==> config.mk <==
export PLATFORM = sky130hd
export DESIGN_NAME = mux2_rr_arbiter
export DESIGN_NICKNAME = d
export VERILOG_FILES = /design/src/rtl/mux2_rr_arbiter.sv
export SDC_FILE = /design/constraint.sdc
export NUM_CORES = 1
export LEC_CHECK = 0
export ABC_AREA = 1
export CORE_ASPECT_RATIO = 0.6
export CORE_MARGIN = 2
export CORE_UTILIZATION = 25
export DETAILED_ROUTE_END_ITERATION = 10
export SYNTH_ARGS = -nofsm -noshare
export SYNTH_HDL_FRONTEND = slang
export SYNTH_SLANG_ARGS = --single-unit
export TNS_END_PERCENT = 50
==> constraint.sdc <==
create_clock -name clk -period 1.7 [get_ports clk]
set_input_delay 0.255 -clock clk [delete_from_list [all_inputs] [get_ports clk]]
set_output_delay 0.255 -clock clk [all_outputs]
set_load 0.05 [all_outputs]
==> src/rtl/mux2_rr_arbiter.sv <==
// Round-robin owner of a shared 2:1 mux on the Tiny Tapeout pin frame.
// The grant lasts quantum+1 cycles, can be held by lock, and selects which data bit drives y.
module mux2_rr_arbiter (
  input  logic       clk,
  input  logic       rst_n,
  input  logic [7:0] ui_in,
  output logic [7:0] uo_out,
  input  logic [7:0] uio_in,
  output logic [7:0] uio_out,
  output logic [7:0] uio_oe,
  input  logic       ena
);

  typedef enum logic [1:0] {
    IDLE  = 2'd0,
    GNT_A = 2'd1,
    GNT_B = 2'd2
  } state_t;

  state_t     state_reg, state_next;
  logic [2:0] cnt_reg, cnt_next;
  logic       sel_reg, sel_next;
  logic       take_a, take_b;

  logic       req_a, req_b, data_a, data_b, lock;
  logic [2:0] quantum;
  logic       gnt_a, gnt_b, y, expire;
  logic       unused_pins;

  assign req_a   = ui_in[0];
  assign req_b   = ui_in[1];
  assign data_a  = ui_in[2];
  assign data_b  = ui_in[3];
  assign lock    = ui_in[4];
  assign quantum = ui_in[7:5];

  assign unused_pins = &{1'b0, uio_in, ena};

  always_ff @(posedge clk or negedge rst_n) begin
    if (!rst_n) begin
      state_reg <= IDLE;
      cnt_reg   <= 3'd0;
      sel_reg   <= 1'b1;  // B counts as last served, so A wins the first tie
    end else begin
      state_reg <= state_next;
      cnt_reg   <= cnt_next;
      sel_reg   <= sel_next;
    end
  end

  always_comb begin
    state_next = state_reg;
    cnt_next   = cnt_reg;
    sel_next   = sel_reg;
    take_a     = 1'b0;
    take_b     = 1'b0;
    case (state_reg)
      IDLE: begin
        if (req_a && (!req_b || sel_reg)) take_a = 1'b1;
        else if (req_b)                   take_b = 1'b1;
      end
      GNT_A: begin
        if (!req_a) begin
          if (req_b) take_b = 1'b1;
          else begin
            state_next = IDLE;
            cnt_next   = 3'd0;
          end
        end else if (cnt_reg != 3'd0) begin
          cnt_next = cnt_reg - 3'd1;
        end else if (!lock) begin
          if (req_b) take_b = 1'b1;
          else       take_a = 1'b1;
        end
      end
      GNT_B: begin
        if (!req_b) begin
          if (req_a) take_a = 1'b1;
          else begin
            state_next = IDLE;
            cnt_next   = 3'd0;
          end
        end else if (cnt_reg != 3'd0) begin
          cnt_next = cnt_reg - 3'd1;
        end else if (!lock) begin
          if (req_a) take_a = 1'b1;
          else       take_b = 1'b1;
        end
      end
      default: begin
        state_next = IDLE;
        cnt_next   = 3'd0;
      end
    endcase
    // Entry and renewal share one path so quantum is only sampled here.
    if (take_a) begin
      state_next = GNT_A;
      cnt_next   = quantum;
      sel_next   = 1'b0;
    end
    if (take_b) begin
      state_next = GNT_B;
      cnt_next   = quantum;
      sel_next   = 1'b1;
    end
  end

  assign gnt_a  = (state_reg == GNT_A);
  assign gnt_b  = (state_reg == GNT_B);
  assign y      = (gnt_a & data_a) | (gnt_b & data_b);
  assign expire = (gnt_a | gnt_b) & (cnt_reg == 3'd0);

  assign uo_out  = {cnt_reg, expire, sel_reg, gnt_b, gnt_a, y};
  assign uio_out = 8'h00;
  assign uio_oe  = 8'h00;

endmodule

* Yosys cells after proc, flatten, opt, wreduce, memory -nomap -nowiden
Cells that the tools add are included.
** Word-level totals
- Input bits :: 19
- Logic and storage cells :: 64
- Flip-flop bits (word level) :: 6
- Output and inout port bits :: 24
** Operators by class
- Add/subtract/negate cells :: 1
- Mux-type cells :: 37
- Reductions and logical operators :: 9
- Bitwise operators :: 5
- Equality and inequality tests :: 9
** Operators by type and width (count)
- $mux W3 :: 7
- $mux W1 :: 20
- $ne A4 B4 Y1 const B :: 4
- $mux W2 :: 6
- $ne A5 B5 Y1 const B :: 2
- $pmux W3 S3 :: 1
- $pmux W1 S3 :: 2
- $pmux W2 S3 :: 1
- $reduce_and A5 Y1 :: 1
- $and A1 B1 Y1 :: 3
- $logic_not A3 Y1 :: 1
- $ne A3 B3 Y1 const B :: 1
- $reduce_and A3 Y1 :: 1
- $reduce_bool A3 Y1 :: 1
- $sub A3 B1 Y3 const B :: 1
- $eq A2 B1 Y1 const B :: 1
- $eq A2 B2 Y1 const B :: 1
- $logic_not A2 Y1 :: 1
- $or A1 B1 Y1 :: 2
- $reduce_bool A2 Y1 :: 1
- $logic_and A1 B1 Y1 :: 1
- $logic_not A1 Y1 :: 1
- $logic_or A1 B1 Y1 :: 1

* Logic depth before layout (Yosys ltp)
- Word-level depth :: 7
- Gate-level depth with buffers :: 13
- Gate-level depth less buffers :: 13

* Worst setup path before layout
OpenSTA, ideal clock, no wires.
- Path type :: register to register
- Start point :: register cnt_reg[0]
- End point :: register cnt_reg[2]
- Buffers on the path :: 0
- Required time :: 1579 ps
- Stages on the path, launching flop included :: 13
- Path slack :: -153 ps
- Arrival :: 1732 ps
- Cell sequence :: dfrtp_1 inv_1 ha_1 inv_1 nor2_1 nand2_1 nand2_1 nand2_1 nand3_2 nand2_2 nand2_4 a21oi_1 nand2_1
** On the way
- Longest elaborated chain between the ends :: 6
** RTL lines
- from (decl) :: line 21 : logic [2:0] cnt_reg, cnt_next;
- from (signal assigned) :: line 46 : cnt_reg <= cnt_next;
- $sub A3 B1 Y3 or $reduce_bool A3 Y1 (tied branches)
- $mux W3 (tied with other cells) :: line 69, 83
- $mux W3 (tied with other cells) :: line 77 : if (!req_b) begin
- $pmux W3 S3 or $pmux W1 S3 (tied branches) :: line 57 : case (state_reg)
- $mux W3 (tied with other cells) :: line 96 : if (take_a) begin
- $mux W3 or $reduce_and A3 Y1 (tied branches)
Several ways; a longest one is shown, not always the timed one.
A chain may end at the register's enable or synchronous reset.

* Worst setup path after layout
- Start point :: register state_reg[1]
- End point :: output port uo_out[0]
** On the way
- Longest elaborated chain between the ends :: 3
** RTL lines
- from (decl) :: line 20 : state_t state_reg, state_next;
- from (signal assigned) :: line 45 : state_reg <= state_next;
- $eq A2 B1 Y1 or $eq A2 B2 Y1 (tied branches) :: line 108, 109
- $and A1 B1 Y1 :: line 110 : assign y = (gnt_a & data_a) | (gnt_b & data_b);
- $or A1 B1 Y1 (*) :: line 110
- to (decl) :: line 7 : output logic [7:0] uo_out,
Every way passes the cells marked *; elsewhere a longest branch is shown, timed or not.

==> results.tsv <==
metric	value	unit
diodes	0	
layout.cells.non_filler	179	
yosysSeqAreaShare	19.67	%
wirelength	1529	um
first_iter_violations	18	
cp.arrival	1.43	ns
r2r_setup_slack	0.11	ns
largest_reg_flops	3	
synth_cells	114	
top_usage_layer	met1	
num_rows	15	
reg2regPathDepth	13	
layout_common_cells	nand2_1, conb_1, inv_1	
max_cap_viol_count	0	
min_path_type	input pin to async pin	
synth_top_area_share	20.49	%
post_drt_wl_per_cell	8.542	um
placed_cell_area	996.0	um2
core	0.002909	mm2
die_x	75.63	um
path_clk_slew	0.04	ns
synthArstFlopShare	100.0	%
met3_usage	2.361	%
synth_area	769.5	um2
clock_path_buffers	2	
dr_total_vias	675	
gr-usage-met2	11.65	%
post-dp-hpwl	1313	um
layout_commonest_cell	nand2_1	
avgSynthCellArea	6.750	um2
dp_cells	175	
drive_above_1_share	31.39	%
reg2reg_from	cnt_reg[0]	
synth_top_area_cell	buf_4	
powerDensity	2025	mW/mm2
crit_type	flop to output port	
die_area	0.003552	mm2
cp.required	1.44	ns
drt_first_pass_iters	4	
pin_count	43	
fin_tns_setup	0	ns
setup_viol	0	
grt_first_pass_wirelength	2394	um
nFillCells	292	
ys_ff_latch	6	
initial_utilization	26.45	%
path_max_fanout	5	
grt_max_degree	8	
cts_setup_buffers	0	
design_area	0.001076	mm2
cts-buffers-inserted	3	
worstSetupEndpointType	output port	
yosysWarnings	0	
clkSinkCount	6	
synth-edff-count	0	
final_hold_viol_count	0	
cts_tree	done	
ant_nets	0	
fin_crit_sh	98.97	%
rsz0062_at_grt	yes	
area_growth_syn_to_layout	39.84	%
leakagePower	0.5484	nW
ys_types	22	
min_period	1.682	ns
synth_area_leaders	buf_4, dfrtp_1, nand2_1	
grt_pass1_vias	547	
layout.nets	163	
run_status	completed	
root_buffer	clkbuf_8	
h-tree-depth	1	
portBuffers	17	
slew_viol_final	0	
drcViolationCount	0	
multi_input_area	486.7	um2
synthFlopType	dfrtp_1	
use_met1	14.01	%
irDropWorstVdd	0.5175	mV
vias_per_cell	3.771	
track_usage	9.145	%
cp-start-kind	flop	
max_freq	0.5944	GHz
grt_antenna_before_repair	0	
gp_congestion	0.7193	
grt.overflow.total	0	
clock_skew	0.005590	ns
seq_area	155.1	um2
die_h	46.98	um
clk_latency	0.22	ns
r2r_end	cnt_reg[1]	
-- cells in the mapped netlist (all sizes together) (2+ instances only) --
cell and n:
a21oi 2, buf 21, dfrtp 5, ha 6, inv 16, nand2 29
nand3 9, nand4 3, nor2 12, o21ai 5
-- per-layer routing --
layer	routed length [um]	up-vias
met5	0	-
met4	21	0
met3	123	2
li1	-	363
met2	593	20
met1	791	290
-- power by group --
group / switching (mW) / internal, mW
Combinational: 0.980 / 0.657
Clock: 0.0604 / 0.161
Sequential: 0.0909 / 0.229
Total: 1.13 / 1.05
-- kinds of logic after synthesis --
group / after synthesis / synth area share (%)
simple gates: 53 / 33.17
xor+xnor: 1 / 1.138
other cells: 1 / 0.4873
flops: 6 / 19.68
compound gates: 9 / 6.993
fa+ha+maj: 6 / 9.756
buf+inv: 38 / 28.78
-- worst max-delay path: stages, from the launching register on --
cell and delay, ns:
dfrtp_2 0.39, inv_2 0.06, ha_1 0.20, buf_4 0.16, a22o_1 0.24, buf_12 0.15
-- worst max-delay path by stage --
stage	from	endpoint	slack, ns	cells after the start
3_3_place_gp	ui_in[0]	cnt_reg[2]	-0.03	11
4_1_cts	state_reg[1]	uo_out[0]	0.0004	5
6_report	state_reg[1]	uo_out[0]	0.02	5
3_5_place_dp	ui_in[0]	cnt_reg[2]	-0.04	11
2_1_floorplan	cnt_reg[0]	cnt_reg[2]	0.008	12
5_1_grt	state_reg[1]	uo_out[0]	-0.02	5
-- through the flow --
stage	setup slack [ns]	utilization [%]	hold slack (ns)	total power, mW
final	0.01758	36.99	0.2635	2.179
after global routing	-0.02081	36.99	0.2826	2.344
after CTS	0.0004055	35.87	0.2694	2.121
after detailed placement	-0.04183	34.24	0.5048	1.887
after global placement	-0.02658	34.24	0.5032	1.869
after floorplan	0.007741	-	-0.04059	1.399
-- layout make-up --
type                            instances  share of cell area, %
Multi-Input combinational cell         85                  45.23
Timing Repair Buffer                   25                  25.35
Sequential cell                         6                  14.42
Tap cell                               42                  4.884
Inverter                               17                  5.930
Clock buffer                            4                  4.186
-- timing repair --
item | 4_1_cts | 5_1_grt
gates resized for setup | 1 | 11
hold endpoints to repair | 0 | 0
pin swaps | 0 | 0
hold buffers | 0 | 0
endpoints found under the setup margin | 1 | 8
No activity file was read; power rests on OpenSTA's default activity.
